--- config.mk ---
export PLATFORM = sky130hd
export DESIGN_NAME = weight_port_arbiter
export DESIGN_NICKNAME = d
export VERILOG_FILES = /design/src/rtl/weight_port_arbiter.sv
export SDC_FILE = /design/constraint.sdc
export NUM_CORES = 1
export LEC_CHECK = 0
export ABC_AREA = 1
export BUFFER_PORTS_ARGS = -buffer_cell sky130_fd_sc_hd__buf_2
export CAP_MARGIN = 10
export CORE_ASPECT_RATIO = 0.6
export CORE_MARGIN = 2
export CORE_UTILIZATION = 45
export DETAILED_ROUTE_END_ITERATION = 8
export PLACE_DENSITY_LB_ADDON = 0.25
export SLEW_MARGIN = 20
export SYNTH_ARGS = -nofsm -noshare
export SYNTH_HDL_FRONTEND = slang
export SYNTH_SLANG_ARGS = --single-unit
--- constraint.sdc ---
create_clock -name clock_i -period 2.8 [get_ports clock_i]
set_clock_uncertainty 0.05 [all_clocks]
set_input_delay 0.28 -clock clock_i [delete_from_list [all_inputs] [get_ports clock_i]]
set_output_delay 0.28 -clock clock_i [all_outputs]
set_load 0.005 [all_outputs]
--- src/rtl/weight_port_arbiter.sv ---
`default_nettype none
// ============================================================================
// weight_port_arbiter
//   Round-robin burst arbiter sharing the weight/bias memory read port.
//   Revision: 1.0
// ============================================================================
module weight_port_arbiter #(
  parameter int ADDR_WIDTH  = 16,
  parameter int DATA_WIDTH  = 32,
  parameter int N_REQ       = 4,
  parameter int LEN_WIDTH   = 10,
  parameter int MEM_LATENCY = 1
) (
  input  logic                             clock_i,
  input  logic                             reset_i,
  input  logic [N_REQ-1:0]                 req_i,
  input  logic [N_REQ-1:0][ADDR_WIDTH-1:0] base_addr_i,
  input  logic [N_REQ-1:0][LEN_WIDTH-1:0]  len_i,
  input  logic [DATA_WIDTH-1:0]            mem_data_i,
  output logic [ADDR_WIDTH-1:0]            mem_rdaddress_o,
  output logic [DATA_WIDTH-1:0]            data_o,
  output logic [N_REQ-1:0]                 data_valid_o,
  output logic [N_REQ-1:0]                 grant_o,
  output logic [N_REQ-1:0]                 done_o
);

  localparam int IDX_W = (N_REQ > 1) ? $clog2(N_REQ) : 1;
  localparam logic [IDX_W-1:0] c_LAST_INIT = IDX_W'(N_REQ - 1);

  localparam logic [1:0] c_IDLE  = 2'd0;
  localparam logic [1:0] c_ISSUE = 2'd1;
  localparam logic [1:0] c_DRAIN = 2'd2;

  logic [1:0]             r_state;
  logic [IDX_W-1:0]       r_owner;
  logic [IDX_W-1:0]       r_last_grant;
  logic [LEN_WIDTH-1:0]   r_remaining;
  logic [ADDR_WIDTH-1:0]  r_addr;
  logic [N_REQ-1:0]       r_grant;
  logic [N_REQ-1:0]       r_done;
  logic [MEM_LATENCY-1:0] r_issue_pipe;

  logic [MEM_LATENCY-1:0] w_pipe_next;
  logic                   w_shift_in;
  logic                   w_pipe_out;
  logic [IDX_W-1:0]       w_winner;
  logic [N_REQ-1:0]       w_winner_onehot;
  logic [N_REQ-1:0]       w_owner_onehot;

  // Scan starts just after the previous winner, so it gets lowest priority.
  always_comb begin
    int               idx;
    logic             found;
    logic [IDX_W-1:0] cand;
    idx      = 0;
    found    = 1'b0;
    cand     = '0;
    w_winner = r_last_grant;
    for (int i = 0; i < N_REQ; i++) begin
      idx = int'(r_last_grant) + 1 + i;
      if (idx >= N_REQ) begin
        idx = idx - N_REQ;
      end
      cand = IDX_W'(idx);
      if (!found && req_i[cand]) begin
        found    = 1'b1;
        w_winner = cand;
      end
    end
  end

  assign w_shift_in = (r_state == c_ISSUE);
  assign w_pipe_out = r_issue_pipe[MEM_LATENCY-1];

  if (MEM_LATENCY == 1) begin : g_pipe_single
    assign w_pipe_next = w_shift_in;
  end else begin : g_pipe_multi
    assign w_pipe_next = {r_issue_pipe[MEM_LATENCY-2:0], w_shift_in};
  end

  for (genvar n = 0; n < N_REQ; n++) begin : g_onehot
    assign w_winner_onehot[n] = (w_winner == IDX_W'(n));
    assign w_owner_onehot[n]  = (r_owner == IDX_W'(n));
    assign data_valid_o[n]    = w_pipe_out & w_owner_onehot[n];
  end

  always_ff @(posedge clock_i or posedge reset_i) begin
    if (reset_i) begin
      r_state      <= c_IDLE;
      r_owner      <= '0;
      r_last_grant <= c_LAST_INIT;
      r_remaining  <= '0;
      r_addr       <= '0;
      r_grant      <= '0;
      r_done       <= '0;
      r_issue_pipe <= '0;
    end else begin
      r_done       <= '0;
      r_issue_pipe <= w_pipe_next;
      case (r_state)
        c_IDLE: begin
          if (|req_i) begin
            r_owner      <= w_winner;
            r_last_grant <= w_winner;
            r_remaining  <= len_i[w_winner];
            r_addr       <= base_addr_i[w_winner];
            if (len_i[w_winner] == '0) begin
              r_done <= w_winner_onehot;
            end else begin
              r_grant <= w_winner_onehot;
              r_state <= c_ISSUE;
            end
          end
        end
        c_ISSUE: begin
          r_remaining <= r_remaining - LEN_WIDTH'(1);
          if (r_remaining > LEN_WIDTH'(1)) begin
            r_addr <= r_addr + ADDR_WIDTH'(1);
          end else begin
            r_state <= c_DRAIN;
          end
        end
        c_DRAIN: begin
          // Release as the last word leaves the pipeline, not a cycle later.
          if (w_pipe_next == '0) begin
            r_grant <= '0;
            r_done  <= w_owner_onehot;
            r_state <= c_IDLE;
          end
        end
        default: begin
          r_state <= c_IDLE;
        end
      endcase
    end
  end

  assign mem_rdaddress_o = r_addr;
  assign data_o          = mem_data_i;
  assign grant_o         = r_grant;
  assign done_o          = r_done;

endmodule
`default_nettype wire

# [Word-level counts from Yosys, hierarchy flattened]
# Index checks and enable logic that the tools add are counted.
[totals] regBits=41 input_bits=142 out_inout_bits=60
[classes] addsub=10 magnitude_cmp=10 eq_ne=13 muxes=40 n_bitwise=4 reduce_logical=18
[ops] cell="16-bit two-way mux" n=3
[ops] cell="16-bit binary-select mux with 2-bit select" n=1
[ops] cell="16-bit case mux with 2 select lines" n=1
[ops] cell="4-bit two-way mux" n=6
[ops] cell="2-bit two-way mux" n=11
[ops] cell="10-bit binary-select mux with 2-bit select" n=1
[ops] cell="10-bit two-way mux" n=2
[ops] cell="10-bit case mux with 2 select lines" n=1
[ops] cell="16-bit by 1-bit adder with 16-bit output, second input constant" n=1
[ops] cell="4-bit case mux with 2 select lines" n=2
[ops] cell="2-bit by 3-bit less-than comparator with 1-bit output, second input constant" n=5
[ops] cell="4-bit by 3-bit greater-or-equal comparator with 1-bit output, second input constant" n=3
[ops] cell="2-bit equality test, second input constant" n=5
[ops] cell="10-bit by 1-bit greater-than comparator with 1-bit output, second input constant" n=1
[ops] cell="10-bit logical NOT" n=1
[ops] cell="10-bit by 1-bit subtractor with 10-bit output, second input constant" n=1
[ops] cell="3-bit by 2-bit adder with 4-bit output, second input constant" n=2
[ops] cell="1-bit binary-select mux with 2-bit select" n=4
[ops] cell="2-bit != test, second input constant" n=4
[ops] cell="2-bit by 1-bit subtractor with 2-bit output, second input constant" n=4
[ops] cell="1-bit two-way mux" n=7
[ops] cell="2-bit by 1-bit equality test with 1-bit output, second input constant" n=3
[ops] cell="2-bit logical NOT" n=3
[ops] cell="3-bit AND reduction" n=2
[ops] cell="12 further kinds" n=21

# [Longest topological paths before layout]
# Gate-level depths: netlist of the first run.
[logic_depth] depth_word=21 ltp_mapped=22 mapped_depth_nobuf=21

# [Least setup slack after synthesis of the first run]
# OpenSTA, ideal clock, no wires.
[synth_path] kind="reg-to-reg" startpoint="reg r_last_grant[0]" endpoint="reg r_state[0]" setup_time_ps=120 arrival_time_ps=2126 t_required_ps=2630 slack_ps=504 stages_incl_launch_ff=19 synth_period_minus_slack_ps=2296 path_cell_list="dfstp_2 buf_6 inv_4 nand2_1 nand2_2 nand2_2 nand2_4 inv_2 nand3_4 nand2_4 nand2_4 buf_6 nand2_1 nand2_1 nand2_1 nand4_1 nor2_4 nand2_4 a31o_1"
[synth_between] elab_chain_len=20 word_cells_on_any_way=42 classes_between="8 x add/sub; 4 x order compare; 1 x eq/ne; 21 x mux; 8 x reduce/logical"
[synth_lines] element="from (decl)" line_no="36" text="logic [IDX_W-1:0] r_last_grant;"
[synth_lines] element="from (signal assigned)" line_no="91" text="r_last_grant <= c_LAST_INIT;"
[synth_lines] element="from (signal assigned)" line_no="104" text="r_last_grant <= w_winner;"
[synth_lines] element="branches (longest 14 deep; another with 3-bit by 1-bit adder with 4-bit output)"
[synth_lines] element="2-bit two-way mux *" line_no="65" text="if (!found && req_i[cand]) begin"
[synth_lines] element="10-bit binary-select mux with 2-bit select *" line_no="107" text="if (len_i[w_winner] == '0) begin"
[synth_lines] element="10-bit two-way mux (implied by the code) *" line_no="107"
[synth_lines] element="10-bit logical NOT *" line_no="107"
[synth_lines] element="2-bit != test (no line) *"
[synth_lines] element="3-bit AND reduction (no line) *"
[synth_lines] element="to (signal assigned)" line_no="111" text="r_state <= c_ISSUE;"
[synth_lines] element="to (signal assigned)" line_no="120" text="r_state <= c_DRAIN;"
[synth_lines] element="to (signal assigned)" line_no="128" text="r_state <= c_IDLE;"
[synth_lines] element="to (decl)" line_no="34" text="logic [1:0] r_state;"
# Every way passes the cells marked *. The select of a mux whose other input is x is not followed.
# A chain may end at the register's enable or synchronous reset.

# [Final worst setup path of the first run]
[layout_path] startpoint="reg r_last_grant[0]" endpoint="reg r_done[3], in the netlist done_o[3]"
[layout_between] elab_chain_len=21 word_cells_on_any_way=44 classes_between="8 x add/sub; 4 x order compare; 1 x eq/ne; 24 x mux; 7 x reduce/logical"
[layout_lines] element="branches (longest 14 deep; another with 3-bit by 1-bit adder with 4-bit output)"
[layout_lines] element="2-bit two-way mux *" line_no="65"
[layout_lines] element="10-bit binary-select mux with 2-bit select" line_no="107"
[layout_lines] element="10-bit two-way mux (implied by the code)" line_no="107"
[layout_lines] element="10-bit logical NOT" line_no="107"
[layout_lines] element="4-bit two-way mux *" line_no="107"
[layout_lines] element="4-bit two-way mux *" line_no="102" text="if (|req_i) begin"
[layout_lines] element="4-bit case mux with 2 select lines *" line_no="100" text="case (r_state)"
[layout_lines] element="to (signal assigned)" line_no="108" text="r_done <= w_winner_onehot;"
[layout_lines] element="to (signal assigned)" line_no="127" text="r_done <= w_owner_onehot;"
[layout_lines] element="to (decl)" line_no="40" text="logic [N_REQ-1:0] r_done;"
# Marks and branches as above.

==> results.json, run 1 <==
{
  "crit_fanout": 13,
  "chipHeight_um": 72.4,
  "cts.sinks": 41,
  "syn_avg_cell_area_um2": 6.82,
  "synth_seq_cells": 41,
  "synth_top_area_share_pct": 27.8,
  "startpoint_type": "flip-flop",
  "hold_buffers": 0,
  "synthTopCellsByArea": "dfrtp_1 28%, nand2_1 18%, buf_4 7.1%",
  "status": "completed",
  "final_max_slew_viol_count": 0,
  "setup_viol": 0,
  "drt_first_pass_iters": 6,
  "cpPeakStageDelay_ps": 620,
  "r2r_cells": 19,
  "cts_max_path_buffers": 2,
  "min_path_type": "in -> async",
  "wl_per_cell_um": 15.0,
  "vias_per_cell": 5.34,
  "place_ws_ps": 70.1,
  "syn_to_final_growth_pct": 27.3,
  "die_area_um2": 8540,
  "worstMarginPinSlew_ps": 675,
  "min_period_ps": 2700,
  "grt_pass1_vias": 3463,
  "track_usage_pct": 24.2,
  "setup_tns_ps": 0,
  "synth_top_cell_by_area": "dfrtp_1",
  "fin_hold_ws_ps": 63.6,
  "synth.most_common_cell": "nand2_1",
  "fill_cells": 705,
  "worstSetupEndpointType": "flip-flop",
  "post-dp-hpwl_mm": 7.93,
  "cts_max_level": 2,
  "synth_top_cells_by_count": "172 x nand2_1, 39 x dfrtp_1, 33 x buf_4",
  "finalWirelength_mm": 11.1,
  "crit_family": "simple AND/OR/NAND/NOR gates",
  "crit_chain": "inv_4, nand2_1, nand2_1, nand2_1, nand2_1, nor2_4, nand3_4, buf_6, nand3_1, nand2_1, nand2_1, nand2_1, nor2_2, nand2_2, nor2_4, nand2_4, inv_2, nand4_1, nand2_1",
  "min_period_over_period_pct": 96.3,
  "overflow": 0,
  "post-route-cell-area_um2": 4460,
  "grt_pass1_wl_mm": 16.8,
  "numCtsBuffers": 5,
  "via_count": 3931,
  "cp_num_buf_inv": 3,
  "io-pin-count": 202,
  "cts.clk_slew.worst_paths_ps": 60,
  "rows": 24,
  "synth_warnings": 0,
  "synthCells": 514,
  "drive_above_1_share_pct": 35.0,
  "critical_path_cell_count": 19,
  "ys_seq_area_share_pct": 29.3,
  "antenna_found_initial": 0,
  "yosys_most_used_dff": "dfrtp_1",
  "drc": 0,
  "fmax_mhz": 371,
  "layout_setup_ws_ps": 105,
  "final_util_pct": 60.2,
  "core_area_um2": 7420,
  "hold_violations": 0,
  "drtAntennaViolNets": 0,
  "ir_drop_mv": 1.02,
  "place_congestion": 0.906,
  "max-slew-margin-rel_pct": 54.9,
  "drt_iter0_drc": 308,
  "nets": 776,
  "postPlaceCellArea_um2": 4030,
  "cp_data_arrival_time_ps": 2870,
  "cellPowerDensity_nw_per_um2": 1650,
  "crit_slowest_cell": "dfstp_2",
  "ys_types": 36,
  "crit_top_cell": "nand2_1",
  "die_w_um": 118,
  "drv_cap": 0,
  "grt_max_degree": 42,
  "insertion_delay_ps": 290,
  "diodes": 0,
  "start_util_pct": 47.3,
  "leakagePower_nw": 2.33,
  "io_buffers": 137,
  "ys_async_sr_fraction_pct": 100,
  "cts_tree": "yes",
  "synth-edff-count": 0,
  "critPathKind": "reg -> reg",
  "cts-root-buf": "clkbuf_16",
  "cp.required_ps": 2970,
  "synthesis.nets": 659,
  "netlist_area_um2": 3510
}
## kinds of logic after synthesis
logic type / share of synthesized area, %
adders and majority gates: 1.07
DFF: 29.3
buffers and inverters: 14.8
AOI/OAI and AO/OA: 16.7
and+or+nand+nor: 36.8
xor gates and xnor gates: 1.25
## layer usage
layer	wire, µm	global-route usage, %	vias to the layer above	part of all wire [%]
met5	0	0	-	0
li1	-	-	1934	-
met1	5380	35.4	1825	49
met3	681	5.35	18	6.2
met4	91	3.75	0	0.82
met2	4900	37.5	154	44
## per-stage QoR
stage                     power (mW)  cells
final                           7.36    736
after global routing            8.01    736
after CTS                       6.38    721
after detailed placement        5.76    713
after global placement          5.66    713
after floorplan                 4.77    514
## final cells by class
cell class	instances	area (µm²)	share of cell area [%]
multi-input combinational	380	2040	45.6
sequential	41	1030	23.0
timing repair buffer	162	953	21.4
inverter	41	164	3.67
clock buffer	6	139	3.11
tap	104	130	2.91
clock inverter	2	13.8	0.308
## state kept, by name (all words and copies together) (netlist names)
| name | flops |
|---|---|
| r_last_grant | 2 |
| done_o | 4 |
| r_issue_pipe | 1 |
| r_state | 2 |
| mem_rdaddress_o | 16 |
| r_remaining | 10 |
| grant_o | 4 |
| r_owner | 2 |
## report_power, final
part	internal, mW	switching [mW]	total [mW]
Combinational	2.20	3.39	5.59
Clock	0.355	0.248	0.603
Sequential	0.890	0.281	1.17
Total	3.45	3.91	7.36
## worst min-delay path: cells and delay by family
family	cells	cell delay, ps
buffers and inverters	3	570
## cell usage in the layout (no fill, tap or decap), types with 3 or more instances in the layout
cell / instances
nor4_1: 6
a21oi_1: 20
ha_1: 3
nand2_2: 14
buf_4: 18
dfrtp_1: 39
nor3_1: 12
nand3_1: 29
buf_2: 137
xor2_1: 4
o211ai_1: 7
inv_4: 4
o311ai_0: 3
nand4_1: 16
nand3_2: 3
nand2_4: 7
buf_12: 3
nor2_1: 18
nor2_2: 3
o21ai_1: 8
nor2_4: 6
inv_2: 8
o22ai_1: 3
inv_1: 29
a22oi_1: 24
o21ai_0: 21
clkbuf_16: 7
nand2_1: 160
## worst paths after layout
kind	to	from	slack, ps
worst max-delay path	done_o[3]	r_last_grant[0]	100
worst min-delay path	mem_rdaddress_o[3]	reset_i	60
worst max register to register	done_o[3]	r_last_grant[0]	100
worst min register to register	grant_o[2]	grant_o[2]	420
max in group asynchronous	r_last_grant[0]	reset_i	2270
min in group clock_i	mem_rdaddress_o[9]	base_addr_i[41]	220
## timing repair
| item | in CTS | in global routing |
|---|---|---|
| endpoints found under the setup margin | 0 | 25 |
| resized for setup | 0 | 30 |
| setup buffers | 0 | 13 |
No activity file was read; power rests on OpenSTA's default activity.
==> run 2: changes to the inputs <==
--- a/config.mk
+++ b/config.mk
@@ -5,12 +5,11 @@
 export SDC_FILE = /design/constraint.sdc
 export NUM_CORES = 1
 export LEC_CHECK = 0
-export ABC_AREA = 1
 export BUFFER_PORTS_ARGS = -buffer_cell sky130_fd_sc_hd__buf_2
 export CAP_MARGIN = 10
 export CORE_ASPECT_RATIO = 0.6
 export CORE_MARGIN = 2
-export CORE_UTILIZATION = 45
+export CORE_UTILIZATION = 44
 export DETAILED_ROUTE_END_ITERATION = 8
 export PLACE_DENSITY_LB_ADDON = 0.25
 export SLEW_MARGIN = 20
==> results.json, run 2 <==
{
  "netlist_area_um2": 3310,
  "drt_first_pass_iters": 5,
  "p_seq_share_pct": 26.1,
  "via_count": 3648,
  "crit_slowest_cell": "dfstp_2",
  "chipHeight_um": 71.2,
  "cp.required_ps": 2960,
  "cts_tree": "yes",
  "leakagePower_nw": 2.02,
  "cts_max_level": 2,
  "syn_to_final_growth_pct": 28.4,
  "final_max_slew_viol_count": 0,
  "hold_violations": 0,
  "p_int_mw": 2.41,
  "postPlaceCellArea_um2": 3920,
  "startpoint_type": "flip-flop",
  "swShare_pct": 44.3,
  "layout_setup_ws_ps": -22.3,
  "crit_chain": "nand2_2, a31o_4, a21oi_4, buf_6, mux2_4, a221o_1, nor4_4, nand3_2, buf_6, o22ai_4",
  "io-pin-count": 202,
  "synth_top_area_share_pct": 29.5,
  "yosys_most_used_dff": "dfrtp_1",
  "syn_avg_cell_area_um2": 7.73,
  "post-dp-hpwl_mm": 7.80,
  "final_common_cell": "buf_2",
  "min_period_over_period_pct": 101,
  "rows": 24,
  "drive_above_1_share_pct": 36.9,
  "grt_pass1_vias": 3259,
  "fmax_mhz": 354,
  "vias_per_cell": 5.67,
  "drt_iter0_drc": 267,
  "cp_data_arrival_time_ps": 2980,
  "synthTopCellsByArea": "dfrtp_1 29%, nand2_1 8.8%, buf_4 7.5%",
  "setup_viol": 3,
  "die_w_um": 116,
  "max-slew-margin-rel_pct": 63.1,
  "min_period_ps": 2820,
  "cts.sinks": 41,
  "die_area_um2": 8250,
  "ys_seq_area_share_pct": 31.1,
  "cellPowerDensity_nw_per_um2": 1020,
  "numCtsBuffers": 5,
  "synth_top_cell_by_area": "dfrtp_1",
  "start_util_pct": 45.5,
  "synthesis.nets": 573,
  "grt_max_degree": 42,
  "ys_async_sr_fraction_pct": 100,
  "overflow": 0,
  "post-route-cell-area_um2": 4250,
  "place_ws_ps": -89.9,
  "wl_per_cell_um": 15.9,
  "synth-edff-count": 0,
  "fin_hold_ws_ps": 70.9,
  "io_buffers": 137,
  "fill_cells": 718,
  "final_cell_mix": "137 x buf_2, 76 x nand2_1, 39 x dfrtp_1, 27 x nor2_1, 24 x a21oi_1",
  "antenna_found_initial": 0,
  "grt_pass1_wl_mm": 16.2,
  "p_comb_share_pct": 58.6,
  "place_congestion": 0.842,
  "violations": "negative setup slack",
  "synth.most_common_cell": "nand2_1",
  "track_usage_pct": 24.9,
  "drtAntennaViolNets": 0,
  "power_mw": 4.34,
  "synth_warnings": 0,
  "rsz0062_at_grt": "yes",
  "cpPeakStageDelay_ps": 580,
  "synthCells": 428,
  "p_clk_share_pct": 15.3,
  "cts.clk_slew.worst_paths_ps": 70,
  "diodes": 0,
  "core_area_um2": 7270,
  "nets": 683,
  "multiInputGateArea_um2": 1960,
  "worstMarginPinSlew_ps": 549,
  "drv_cap": 0,
  "ir_drop_mv": 0.369,
  "ys_types": 49,
  "largest_reg_flops": 16,
  "worstSetupEndpointType": "flip-flop",
  "cts_max_path_buffers": 2,
  "crit_top_cell": "buf_6",
  "cts-root-buf": "clkbuf_16",
  "crit_fanout": 6,
  "p_sw_mw": 1.92,
  "status": "finished with violations",
  "drc": 0,
  "min_path_type": "in -> async",
  "register_area_um2": 1030,
  "critPathKind": "reg -> reg",
  "synth_top_cells_by_count": "78 x nand2_1, 39 x dfrtp_1, 33 x buf_4",
  "finalWirelength_mm": 10.2,
  "insertion_delay_ps": 290,
  "synth_seq_cells": 41
}
[run 2: worst max-delay path, delay by kind of cell, from the launching register on]
kind | cells | cell delay [ps]
and+or+nand+nor | 3 | 570
buffers and inverters | 2 | 320
AOI/OAI and AO/OA | 4 | 930
muxes | 1 | 290
DFF | 1 | 580
[run 2: area by class of cell]
type	count	share of cell area [%]
inverters	9	0.795
multi-input cells	317	46.0
flip-flops and latches	41	24.2
clock buffers	5	2.95
clock inverters	3	1.09
well taps	104	3.06
repair buffers	164	21.9
[run 2: path summary, 6_finish.rpt]
kind | from | end | slack [ps] | cells past startpoint
worst min register to register | grant_o[1] | grant_o[1] | 450 | 1
max in group asynchronous | reset_i | r_last_grant[0] | 2270 | 3
min in group clock_i | len_i[16] | r_remaining[6] | 340 | 5
worst max register to register | r_last_grant[1] | done_o[3] | -20 | 10
worst min-delay path | reset_i | r_remaining[8] | 70 | 3
worst max-delay path | r_last_grant[1] | done_o[3] | -20 | 10
[run 2: metrics by stage]
stage	cells	utilization, %	TNS [ps]
CTS	637	57.1	0
detailed placement	625	53.9	-353
floorplan	428	-	0
global placement	625	53.9	0
finish	643	58.5	-35.2
global route	643	58.5	-1070
[run 2: logic make-up after synthesis]
family	after synthesis	share of synthesized area, %
buffers and inverters	71	12.2
flip-flops	41	31.1
AO/OA/AOI/OAI	119	25.4
multiplexers	12	3.86
AND/OR/NAND/NOR	182	26.3
adder cells (fa/ha/maj)	3	1.13
[run 2: metal layers]
layer	part of all wire, %	track usage [%]	routed length (µm)	vias to the layer above
met4	1.3	5.82	138	0
met5	0	0	0	-
met1	47	36.9	4840	1706
met3	8.1	5.74	833	14
met2	43	36.8	4430	181
li1	-	-	-	1747
[run 2: power by group through the flow]
stage / Combinational, mW / Clock (mW) / Sequential [mW]
global placement: 2.24 / 0 / 1.12
finish: 2.54 / 0.664 / 1.13
floorplan: 1.62 / 0 / 1.07
global route: 2.79 / 0.696 / 1.18
CTS: 2.39 / 0.669 / 1.12
detailed placement: 2.31 / 0 / 1.13
[run 2: what timing repair did]
action	in CTS	in global routing
setup buffers	3	6
setup endpoints to repair	8	16
hold buffers	0	0
gates resized for setup	8	12
pin swaps	5	13
gates cloned	1	0
